**src/rtl/pool_pkg.sv**
```systemverilog
// -----------------------------------------------------------------------------
// pool_pkg
// Shared definitions for the pooling write-back stage.
//   DATA_WIDTH : default width of one pooled value
//   COL        : default number of pooling columns
//   state_t    : write-back controller states
//   row_t      : one aligned output row at the default geometry,
//                column 0 in the least significant DATA_WIDTH bits
// -----------------------------------------------------------------------------
package pool_pkg;

    localparam int DATA_WIDTH = 16;
    localparam int COL        = 32;

    typedef enum logic [1:0] {
        IDLE  = 2'd0,
        RUN   = 2'd1,
        DRAIN = 2'd2,
        DONE  = 2'd3
    } state_t;

    typedef logic [COL*DATA_WIDTH-1:0] row_t;

endpackage : pool_pkg

```
**src/rtl/pool_writeback_if.sv**
```systemverilog
// -----------------------------------------------------------------------------
// pool_writeback_if
// Row write bus between the write-back stage and the output feature-map
// memory. Valid/ready handshake: a row transfers on a cycle where both
// wr_en and wr_ready are high.
//   wr_en    : row write valid             (master -> slave)
//   wr_addr  : row address                 (master -> slave)
//   wr_data  : row data, column 0 in LSBs  (master -> slave)
//   wr_ready : memory accepts this cycle   (slave  -> master)
// -----------------------------------------------------------------------------
interface pool_writeback_if
    import pool_pkg::*;
#(
    parameter int addr_width = 10,
    parameter int row_width  = DATA_WIDTH * COL
);

    logic                  wr_en;
    logic [addr_width-1:0] wr_addr;
    logic [row_width-1:0]  wr_data;
    logic                  wr_ready;

    modport master (
        output wr_en,
        output wr_addr,
        output wr_data,
        input  wr_ready
    );

    modport slave (
        input  wr_en,
        input  wr_addr,
        input  wr_data,
        output wr_ready
    );

endinterface : pool_writeback_if

```
**src/rtl/pool_row_fifo.sv**
```systemverilog
// -----------------------------------------------------------------------------
// pool_row_fifo
// Synchronous show-ahead FIFO holding complete output rows.
//   clk, nrst : clock, asynchronous active-low reset (pointers only)
//   i_push    : write i_din; taken when not full, or when full with a
//               same-cycle pop
//   i_pop     : retire the head entry; ignored when empty
//   i_din     : row to store
//   o_dout    : current head entry (valid while !o_empty)
//   o_full    : depth entries stored
//   o_empty   : no entries stored
// -----------------------------------------------------------------------------
module pool_row_fifo #(
    parameter int width = 512,
    parameter int depth = 4
) (
    input  logic             clk,
    input  logic             nrst,
    input  logic             i_push,
    input  logic             i_pop,
    input  logic [width-1:0] i_din,
    output logic [width-1:0] o_dout,
    output logic             o_full,
    output logic             o_empty
);

    localparam int            aw      = $clog2(depth);
    localparam logic [aw:0]   ptr_one = 1;

    // Pointers carry one extra wrap bit so full and empty are distinguishable.
    logic [aw:0]      r_wptr;
    logic [aw:0]      r_rptr;
    logic [width-1:0] r_mem [depth];

    logic w_do_push;
    logic w_do_pop;

    assign o_empty   = (r_wptr == r_rptr);
    assign o_full    = (r_wptr[aw] != r_rptr[aw]) &&
                       (r_wptr[aw-1:0] == r_rptr[aw-1:0]);
    assign w_do_pop  = i_pop && !o_empty;
    // A full FIFO still takes a push when the head leaves on the same edge.
    assign w_do_push = i_push && (!o_full || w_do_pop);
    assign o_dout    = r_mem[r_rptr[aw-1:0]];

    // NOTE: sequential state uses non-blocking assignments so every register
    // samples pre-edge values regardless of block ordering.
    always_ff @(posedge clk or negedge nrst) begin
        if (!nrst) begin
            r_wptr <= '0;
            r_rptr <= '0;
        end else begin
            if (w_do_push) r_wptr <= r_wptr + ptr_one;
            if (w_do_pop)  r_rptr <= r_rptr + ptr_one;
        end
    end

    // NOTE: storage is deliberately not reset; validity is tracked by the
    // pointers alone, which keeps the array mappable to plain RAM/flops.
    always_ff @(posedge clk) begin
        if (w_do_push) r_mem[r_wptr[aw-1:0]] <= i_din;
    end

endmodule : pool_row_fifo

```
**src/rtl/pool_writeback.sv**
```systemverilog
// -----------------------------------------------------------------------------
// pool_writeback
// Downstream stage of the pooling unit array. Column j of a row strobes one
// cycle after column j-1. Each column's result is parked in one of two row
// banks (ping-pong per column) until the last column strobes; the aligned
// row is then pushed to a small FIFO and written to consecutive addresses
// of the output feature-map memory.
//   clk, nrst    : clock, asynchronous active-low reset
//   i_start      : one-cycle pulse in IDLE; latches i_base_addr/i_num_rows
//   i_base_addr  : address of the first output row
//   i_num_rows   : rows expected in this layer (0 allowed)
//   i_pool_out   : per-column pooled value
//   i_pool_done  : per-column result strobe, skewed one cycle per column
//   wr_bus       : row write master (wr_en/wr_addr/wr_data, wr_ready)
//   o_busy       : high in RUN and DRAIN
//   o_done       : one-cycle pulse at end of layer
//   o_overflow   : sticky; a row was dropped on a full FIFO
// -----------------------------------------------------------------------------
module pool_writeback
    import pool_pkg::*;
#(
    parameter int data_width = DATA_WIDTH,
    parameter int col        = COL,
    parameter int addr_width = 10,
    parameter int fifo_depth = 4
) (
    input  logic                  clk,
    input  logic                  nrst,
    input  logic                  i_start,
    input  logic [addr_width-1:0] i_base_addr,
    input  logic [addr_width-1:0] i_num_rows,
    input  logic [data_width-1:0] i_pool_out  [col],
    input  logic                  i_pool_done [col],
    pool_writeback_if.master      wr_bus,
    output logic                  o_busy,
    output logic                  o_done,
    output logic                  o_overflow
);

    localparam int                    row_width = col * data_width;
    localparam logic [addr_width-1:0] addr_one  = 1;

    state_t                r_state;
    logic                  r_busy;
    logic                  r_done;
    logic                  r_overflow;
    logic [addr_width-1:0] r_base;
    logic [addr_width-1:0] r_num_rows;
    logic [addr_width-1:0] r_rows_in;
    logic [addr_width-1:0] r_rows_out;

    // The last column is never parked: it is taken live on the completing edge.
    logic [data_width-1:0] r_bank_a [col-1];
    logic [data_width-1:0] r_bank_b [col-1];
    logic [col-1:0]        r_sel;

    logic                  w_start_ok;
    logic                  w_accept;
    logic                  w_row_done;
    logic                  w_push;
    logic                  w_pop;
    logic                  w_full;
    logic                  w_empty;
    logic [row_width-1:0]  w_row;
    logic [row_width-1:0]  w_head;

    assign w_start_ok = (r_state == IDLE) && i_start;
    // Strobes count only while the layer still expects rows.
    assign w_accept   = (r_state == RUN) && (r_rows_in != r_num_rows);
    assign w_row_done = w_accept && i_pool_done[col-1];
    assign w_pop      = !w_empty && wr_bus.wr_ready;
    assign w_push     = w_row_done && (!w_full || w_pop);

    // Every column of one row toggles its select bit exactly once, so the
    // last column's bit names the bank that holds the rest of the row.
    // NOTE: every combinational output gets a default first so no path
    // through the block leaves it unassigned and infers a latch.
    always_comb begin
        w_row = '0;
        for (int j = 0; j < col - 1; j++) begin
            w_row[j*data_width +: data_width] = r_sel[col-1] ? r_bank_b[j] : r_bank_a[j];
        end
        w_row[(col-1)*data_width +: data_width] = i_pool_out[col-1];
    end

    always_ff @(posedge clk) begin
        for (int j = 0; j < col - 1; j++) begin
            if (w_accept && i_pool_done[j]) begin
                if (r_sel[j]) r_bank_b[j] <= i_pool_out[j];
                else          r_bank_a[j] <= i_pool_out[j];
            end
        end
    end

    always_ff @(posedge clk or negedge nrst) begin
        if (!nrst) begin
            r_sel <= '0;
        end else if (w_start_ok) begin
            r_sel <= '0;
        end else begin
            for (int j = 0; j < col; j++) begin
                if (w_accept && i_pool_done[j]) r_sel[j] <= ~r_sel[j];
            end
        end
    end

    pool_row_fifo #(
        .width (row_width),
        .depth (fifo_depth)
    ) u_fifo (
        .clk     (clk),
        .nrst    (nrst),
        .i_push  (w_push),
        .i_pop   (w_pop),
        .i_din   (w_row),
        .o_dout  (w_head),
        .o_full  (w_full),
        .o_empty (w_empty)
    );

    always_ff @(posedge clk or negedge nrst) begin
        if (!nrst) begin
            r_state    <= IDLE;
            r_busy     <= 1'b0;
            r_done     <= 1'b0;
            r_overflow <= 1'b0;
            r_base     <= '0;
            r_num_rows <= '0;
            r_rows_in  <= '0;
            r_rows_out <= '0;
        end else begin
            r_done <= 1'b0;
            if (w_pop) r_rows_out <= r_rows_out + addr_one;
            // A dropped row still counts toward the layer so it can finish.
            if (w_row_done) begin
                r_rows_in <= r_rows_in + addr_one;
                if (w_full && !w_pop) r_overflow <= 1'b1;
            end

            case (r_state)
                IDLE: begin
                    if (i_start) begin
                        r_state    <= RUN;
                        r_busy     <= 1'b1;
                        r_base     <= i_base_addr;
                        r_num_rows <= i_num_rows;
                        r_rows_in  <= '0;
                        r_rows_out <= '0;
                        r_overflow <= 1'b0;
                    end
                end
                RUN: begin
                    if (r_rows_in == r_num_rows) r_state <= DRAIN;
                end
                DRAIN: begin
                    if (w_empty) begin
                        r_state <= DONE;
                        r_busy  <= 1'b0;
                        r_done  <= 1'b1;
                    end
                end
                DONE: begin
                    r_state <= IDLE;
                end
                default: begin
                    r_state <= IDLE;
                end
            endcase
        end
    end

    // Address and data are forced to zero while nothing is offered so the
    // bus reads all-zero out of reset even though FIFO storage is not reset.
    assign wr_bus.wr_en   = !w_empty;
    assign wr_bus.wr_addr = w_empty ? '0 : (r_base + r_rows_out);
    assign wr_bus.wr_data = w_empty ? '0 : w_head;

    assign o_busy     = r_busy;
    assign o_done     = r_done;
    assign o_overflow = r_overflow;

endmodule : pool_writeback

```
**src/flat_wrapper.sv**
```systemverilog
// flat-port wrapper written by rule: the top's interface ports become plain ports
module pool_writeback_flat import pool_pkg::*;
#(
    parameter int data_width = DATA_WIDTH,
    parameter int col        = COL,
    parameter int addr_width = 10,
    parameter int fifo_depth = 4
)
  (clk, nrst, i_start, i_base_addr, i_num_rows, i_pool_out, i_pool_done, o_busy, o_done, o_overflow, wr_bus_wr_en, wr_bus_wr_addr, wr_bus_wr_data, wr_bus_wr_ready);
  pool_writeback_if #(.addr_width(addr_width), .row_width((16)*(32))) wr_bus_i ();
  input  logic clk;
  input  logic nrst;
  input  logic i_start;
  input  logic [addr_width-1:0] i_base_addr;
  input  logic [addr_width-1:0] i_num_rows;
  input  logic [data_width-1:0] i_pool_out[col];
  input  logic i_pool_done[col];
  output logic o_busy;
  output logic o_done;
  output logic o_overflow;
  output wire logic [$bits(wr_bus_i.wr_en)-1:0] wr_bus_wr_en;
  output wire logic [$bits(wr_bus_i.wr_addr)-1:0] wr_bus_wr_addr;
  output wire logic [$bits(wr_bus_i.wr_data)-1:0] wr_bus_wr_data;
  input wire logic [$bits(wr_bus_i.wr_ready)-1:0] wr_bus_wr_ready;
  assign wr_bus_wr_en = wr_bus_i.wr_en;
  assign wr_bus_wr_addr = wr_bus_i.wr_addr;
  assign wr_bus_wr_data = wr_bus_i.wr_data;
  assign wr_bus_i.wr_ready = wr_bus_wr_ready;
  pool_writeback #(.data_width(data_width), .col(col), .addr_width(addr_width), .fifo_depth(fifo_depth)) u_core (.clk(clk), .nrst(nrst), .i_start(i_start), .i_base_addr(i_base_addr), .i_num_rows(i_num_rows), .i_pool_out(i_pool_out), .i_pool_done(i_pool_done), .wr_bus(wr_bus_i), .o_busy(o_busy), .o_done(o_done), .o_overflow(o_overflow));
endmodule
```
**config.mk**
```make
export PLATFORM = sky130hd
export DESIGN_NAME = pool_writeback_flat
export DESIGN_NICKNAME = d
export VERILOG_FILES = /design/src/rtl/pool_pkg.sv /design/src/rtl/pool_writeback_if.sv /design/src/rtl/pool_row_fifo.sv /design/src/rtl/pool_writeback.sv /design/src/flat_wrapper.sv
export SDC_FILE = /design/constraint.sdc
export NUM_CORES = 2
export LEC_CHECK = 0
export ABC_AREA = 1
export CORE_ASPECT_RATIO = 1.75
export CORE_UTILIZATION = 52
export DETAILED_ROUTE_END_ITERATION = 10
export PLACE_DENSITY = 0.72
export SYNTH_ARGS = -nofsm -noshare
export SYNTH_HDL_FRONTEND = slang
export SYNTH_SLANG_ARGS = --single-unit
```
**constraint.sdc**
```tcl
create_clock -name clk -period 23.2 [get_ports clk]
set_input_delay 4.64 -clock clk [delete_from_list [all_inputs] [get_ports clk]]
set_output_delay 4.64 -clock clk [all_outputs]
set_load 0.05 [all_outputs]
```
Word-level counts from Yosys, hierarchy flattened
Memories as Yosys holds them, arrays and structs flattened.
Cells that the tools add are included.
{"block": "word_totals", "reg_bits": 83, "in_bits": 568, "out_inout_bits": 526, "memories": 3, "ramBits": 3040}
{"name": "u_core.u_fifo.r_mem", "words": 4, "word_bits": 512, "read_ports": 1, "rd_ports_with_merged_regs": 0, "write_ports": 1, "line_no": "pool_row_fifo.sv:33", "rtl": "logic [width-1:0] r_mem [depth];"}
{"name": "u_core.r_bank_a", "words": 31, "word_bits": 16, "read_ports": 31, "rd_ports_with_merged_regs": 0, "write_ports": 31, "line_no": "pool_writeback.sv:53", "rtl": "logic [data_width-1:0] r_bank_a [col-1];"}
{"name": "u_core.r_bank_b", "words": 31, "word_bits": 16, "read_ports": 31, "rd_ports_with_merged_regs": 0, "write_ports": 31, "line_no": "pool_writeback.sv:54", "rtl": "logic [data_width-1:0] r_bank_b [col-1];"}
{"block": "classes", "n_eq_ne": 11, "muxes": 273, "bitwise": 32, "addsub": 5, "reduce_logical": 82}
{"cell": "$mux W512", "n": 1}
{"cell": "$mux W16", "n": 31}
{"cell": "$mux W1", "n": 228}
{"cell": "$mux W10", "n": 7}
{"cell": "$reduce_bool A2 Y1", "n": 33}
{"cell": "$logic_and A1 B1 Y1", "n": 40}
{"cell": "$mux W32", "n": 1}
{"cell": "$not A1 Y1", "n": 32}
{"cell": "$add A10 B1 Y10 const B", "n": 2}
{"cell": "$add A10 B10 Y10", "n": 1}
{"cell": "$eq A10 B10 Y1", "n": 1}
{"cell": "$ne A10 B10 Y1", "n": 1}
{"cell": "$pmux W2 S4", "n": 1}
{"cell": "$add A3 B1 Y3 const B", "n": 2}
{"cell": "$mux W2", "n": 3}
{"cell": "$reduce_and A3 Y1", "n": 2}
{"cell": "$eq A2 B2 Y1 const B", "n": 2}
{"cell": "$ne A2 B2 Y1 const B", "n": 2}
{"cell": "$eq A3 B3 Y1", "n": 1}
{"cell": "$logic_not A1 Y1", "n": 3}
{"cell": "$eq A2 B1 Y1 const B", "n": 1}
{"cell": "$eq A2 B2 Y1", "n": 1}
{"cell": "$logic_not A2 Y1", "n": 1}
{"cell": "$logic_or A1 B1 Y1", "n": 2}
{"cell": "4 further kinds", "n": 4}

Logic depth before layout (Yosys ltp)
{"block": "depth", "word_depth": 9, "ltp_mapped": 12}

Cells and area by module
Synthesis repeated with hierarchy kept, for this count alone.
{"block": "hier_totals", "hier_cells": 9317, "hier_area_um2": 120337.9}
{"mod": "pool_row_fifo", "seq_area_each_um2": 61649.1, "n_inst": 1, "cells_per_inst": 5009, "area_per_inst_um2": 75726.4}
{"mod": "pool_writeback", "seq_area_each_um2": 31715.4, "n_inst": 1, "cells_per_inst": 4308, "area_per_inst_um2": 44611.5}

Worst setup path after synthesis
No wires, ideal clock.
{"block": "synth_path", "path_type": "input port to flip-flop", "startpoint": "input port i_pool_done[0] in the netlist's numbering", "endpoint": "memory u_core.u_fifo.r_mem[0][0], enable pin", "n_path_buf": 1, "t_arrival_ps": 26498, "cell_stages": 5, "t_required_ps": 21798, "setup_slack_ps": -4701, "path_cell_list": "clkbuf_1 -> inv_1 -> nor2_1 -> nand2_1 -> nor2_1"}
{"block": "synth_between", "elab_chain_len": 5}
{"element": "from (decl)", "line_no": "flat_wrapper.sv:17", "rtl": "input logic i_pool_done[col];"}
{"element": "$logic_and A1 B1 Y1", "line_no": "pool_writeback.sv:70", "rtl": "assign w_row_done = w_accept && i_pool_done[col-1];"}
{"element": "$logic_and A1 B1 Y1", "line_no": "pool_writeback.sv:72", "rtl": "assign w_push = w_row_done && (!w_full || w_pop);"}
{"element": "$logic_and A1 B1 Y1", "line_no": "pool_row_fifo.sv:43", "rtl": "assign w_do_push = i_push && (!o_full || w_do_pop);"}
{"element": "$mux W1", "line_no": "pool_row_fifo.sv:61", "rtl": "if (w_do_push) r_mem[r_wptr[aw-1:0]] <= i_din;"}
{"element": "$mux W1 (not written as such)", "line_no": "pool_row_fifo.sv:61"}
{"element": "to (decl)", "line_no": "pool_row_fifo.sv:33"}
No other way between the ends.

Worst setup path after layout
{"block": "layout_path", "startpoint": "register u_core.u_fifo.r_rptr[1]", "endpoint": "output port wr_bus_wr_data[267]"}
{"block": "layout_between", "elab_chain_len": 2, "elab_cells_between_ends": 3, "cone_classes": "eq/ne: 1; mux: 1; memory: 1"}
{"element": "from (decl)", "line_no": "pool_row_fifo.sv:32", "rtl": "logic [aw:0] r_rptr;"}
{"element": "from (signal assigned)", "line_no": "pool_row_fifo.sv:54", "rtl": "if (w_do_pop) r_rptr <= r_rptr + ptr_one;"}
{"element": "$mem_v2 Z4 W512 or $eq A3 B3 Y1 (tied branches)"}
{"element": "$mux W512 (*)", "line_no": "pool_writeback.sv:176", "rtl": "assign wr_bus.wr_data = w_empty ? '0 : w_head;"}
{"element": "to (decl)", "line_no": "flat_wrapper.sv:23", "rtl": "output wire logic [$bits(wr_bus_i.wr_data)-1:0] wr_bus_wr_data;"}
Every way passes the cells marked *; elsewhere a longest branch is shown, timed or not.

==> impl_metrics.py <==
metrics = {
    "yosys": {
        "ys_ff_latch": 3123,
        "yosys_warnings": 0,
        "synth_flop_cell": "edfxtp_1",
        "yosysSeqAreaShare": 0.772,
        "avgSynthCellArea_um2": 13.0,
        "synth_area_um2": 121000,
        "synth.distinct_cells": 35,
        "synth-async-reset-ratio": 0.0266,
        "synth_edf_count": 3040,
        "syn_inst": 9307,
        "synth_nets": 9896,
    },
    "timing": {
        "fin_crit_sh": 0.497,
        "hold_ws_ps": 500,
        "finalWorstPathRequiredPeriod_ps": 11520,
        "setup_viol": 0,
        "fmax_mhz": 86.8,
        "worst_slew_pin_slew_ps": 1430,
        "hold_viol": 0,
        "max_slew_margin": 0.0446,
        "clock_skew_ps": 50.8,
        "rsz0062_at_grt": "no",
        "report.final.slew_viol_count": 0,
        "setup_slack_ps": 11680,
    },
    "floorplan": {
        "core-area_um2": 231000,
        "start_util": 0.524,
        "fp.dieW_um": 367,
        "rows": 233,
        "dieArea_um2": 235000,
        "die_y_um": 640,
        "ioPinCount": 1094,
    },
    "clock_tree": {
        "cts_resized": 0,
        "clock-root-buffer": "clkbuf_16",
        "cts_tree": "done",
        "postCtsSetupBuffers": 0,
        "h-tree-depth": 5,
        "clk_latency_ps": 850,
        "cts_made_buffers": 279,
        "hold_buffers": 0,
        "cts_max_path_buffers": 4,
        "clock-sinks": 3123,
        "path_clk_slew_ps": 60,
    },
    "run": {
        "cap_violations": 0,
    },
    "worst_setup_path": {
        "critPathMaxFanout": 112,
        "crit_slowest_cell": "dfrtp_4",
        "start_kind": "flop",
        "worstReg2RegStart": "u_core.u_fifo.r_rptr[0]",
        "worstSetupPathType": "flop to output pin",
        "path_cells": "buf_4 -> buf_4 -> buf_4 -> buf_4 -> o21ai_0 -> o32ai_1 -> nand2_1 -> inv_1 -> clkdlybuf4s50_1",
        "cp_num_buf_inv": 6,
        "cp.arrival_ps": 6880,
        "cp-end-kind": "output pin",
        "critical_path.top_delay_family": "buffers and inverters",
        "cpPeakStageDelay_ps": 1230,
        "required_ps": 18560,
        "startpoint": "u_core.u_fifo.r_rptr[1]",
        "path_common_cell": "buf_4",
    },
    "pwr": {
        "power.density_nw_per_um2": 149,
        "p_sw_frac": 0.433,
        "pwr-share-seq": 0.337,
        "ir_drop_v": 0.000174,
        "leakage_nw": 52.6,
        "p_sw_mw": 9.28,
        "power_mw": 21.4,
        "cellInternalPower_mw": 12.1,
        "p_comb_frac": 0.451,
        "pwr-share-clk": 0.213,
    },
    "global_route": {
        "gr-total-overflow": 0,
        "grt_first_pass_wirelength_mm": 464,
        "antenna_found_initial": 95,
        "grt_usage": 0.263,
        "grt_pass1_vias": 75615,
        "grt_start_max_net_pins": 216,
    },
    "drt": {
        "drt_iter0_drc": 8006,
        "route.detailed.drc": 0,
        "num_vias": 76856,
        "postRouteAntennaNets": 0,
        "wl_mm": 317,
        "wl_per_cell_um": 23.3,
        "first_pass_iters": 6,
        "avgViaCountPerCell": 5.65,
    },
    "layout": {
        "post-route-util": 0.622,
        "area_growth_pct": 18.6,
        "nets": 10863,
        "drive_gt1_frac": 0.0560,
        "fillCellCount": 16796,
    },
    "place": {
        "pre_cts_ws_ps": 12110,
        "dp_hpwl_mm": 193,
        "port_buffers": 1093,
        "gp_congestion": 0.858,
    },
    "min_path": {
        "hp-class": "flop to flop",
        "worstHoldStart": "u_core.u_fifo.r_rptr[2]",
    },
    "status": {
        "outcome": "completed",
    },
}
-- state kept, by name, summed over array words and instances (netlist names) --
name,count
u_core.o_done,1
u_core.o_overflow,1
u_core.r_rows_in,10
u_core.r_bank_b,496
u_core.r_bank_a,496
u_core.u_fifo.r_rptr,3
u_core.r_sel,32
u_core.u_fifo.r_mem,2048
u_core.r_rows_out,10
u_core.o_busy,1
u_core.r_base,10
u_core.r_num_rows,10
u_core.u_fifo.r_wptr,3
u_core.r_state,2
-- cell usage after synthesis, types with 2 or more instances --
cell type / count / area share
xnor2_1: 11 / 0.00080
a21oi_1: 27 / 0.0011
buf_1: 16 / 0.00050
buf_2: 63 / 0.0026
buf_4: 46 / 0.0029
nand3_1: 45 / 0.0019
clkbuf_1: 378 / 0.012
nand2_2: 29 / 0.0015
or2_2: 2 / 0.00010
a22oi_1: 2 / 0.00012
edfxtp_1: 3040 / 0.76
o21ai_0: 530 / 0.022
ha_1: 20 / 0.0021
o32ai_1: 512 / 0.037
buf_6: 28 / 0.0026
nor3_1: 4 / 0.00017
nor2_1: 1635 / 0.051
dfrtp_1: 83 / 0.017
nand4_1: 42 / 0.0022
o21ai_1: 2 / 0.000083
inv_1: 589 / 0.018
xor2_1: 10 / 0.00072
nand2_1: 2181 / 0.068
-- final timing paths --
path	to	slack [ps]	cells after the start
worst max-delay path	wr_bus_wr_data[267]	11680	9
worst min-delay path	u_core.u_fifo.r_rptr[2]	500	1
worst max register to register	u_core.u_fifo.r_mem[0][195]	16210	10
worst min register to register	u_core.u_fifo.r_rptr[2]	500	1
max in group asynchronous	u_core.r_sel[31]	17900	2
min in group asynchronous	u_core.r_sel[18]	3820	1
-- cell families (layout without fill, tap and decap cells) --
family	Yosys count	after routing	share of synthesized area
DFF	3123	3123	0.772
AOI/OAI and AO/OA	1077	1077	0.0606
adders and majority gates	21	21	0.00224
other	0	55	0
buffers and inverters	1124	2300	0.0388
xor gates and xnor gates	21	21	0.00152
and+or+nand+nor	3941	3941	0.125
-- power by group through the flow --
stage,logic (mW),clock network (mW),registers (mW)
6_report,9.66,4.56,7.21
5_1_grt,10.2,4.81,7.25
4_1_cts,9.67,4.62,7.21
3_5_place_dp,9.62,0,7.33
3_3_place_gp,9.46,0,7.30
2_1_floorplan,6.25,0,7.46
-- worst register-to-register path, cell delays in order (launching register included) --
cell	delay (ps)
dfrtp_4	960
inv_16	360
nand2_1	320
a21oi_2	110
nand2_1	120
nand2_1	290
nor2_4	820
buf_4	840
buf_4	790
buf_4	950
buf_4	1020
-- metal layers --
| layer | global-route usage | vias up | routed length (um) |
|---|---|---|---|
| li1 | - | 34514 | - |
| met5 | 0 | - | 433 |
| met4 | 0.142 | 70 | 17500 |
| met1 | 0.330 | 38064 | 117000 |
| met2 | 0.426 | 3534 | 152000 |
| met3 | 0.0601 | 674 | 29700 |
-- placed cells by master (no fill, tap or decap), types with 3 or more instances in the layout --
master / n
nand4_1: 42
clkinv_2: 42
clkbuf_1: 48
diode_2: 55
nand2_1: 2179
nand2_2: 29
clkinvlp_4: 6
inv_1: 588
edfxtp_1: 3040
a21oi_1: 27
dfrtp_1: 80
buf_4: 116
inv_6: 10
clkinv_4: 4
o21ai_0: 530
clkinv_1: 50
nor2_2: 22
nand2_4: 3
dfrtp_4: 3
clkdlybuf4s50_1: 1092
xor2_1: 10
nor3_1: 4
nand3_1: 45
clkbuf_16: 288
bufinv_16: 20
o32ai_1: 512
nor2_1: 1609
xnor2_1: 11
buf_12: 9
clkbuf_8: 15
clkinv_8: 5
nor2_4: 4
ha_1: 20
-- metrics by stage --
stage | setup TNS (ps) | cells | instance area, um^2
6_report | 0 | 13593 | 143000
5_1_grt | 0 | 13566 | 143000
4_1_cts | 0 | 13538 | 143000
3_5_place_dp | 0 | 13048 | 134000
3_3_place_gp | 0 | 13048 | 134000
2_1_floorplan | -9626900 | 9307 | 121000
-- area by class of cell --
| cell class | count | area (um^2) | share of cell area |
|---|---|---|---|
| Sequential cell | 3123 | 93400 | 0.651 |
| Antenna cell | 55 | 138 | 0.000960 |
| Timing Repair Buffer | 1218 | 12000 | 0.0836 |
| Inverter | 592 | 2250 | 0.0157 |
| Multi-Input combinational cell | 5060 | 22900 | 0.160 |
| Tap cell | 3055 | 3820 | 0.0267 |
| Clock buffer | 351 | 7590 | 0.0530 |
| Clock inverter | 139 | 1290 | 0.00899 |
(Power assumes the default switching activity.)
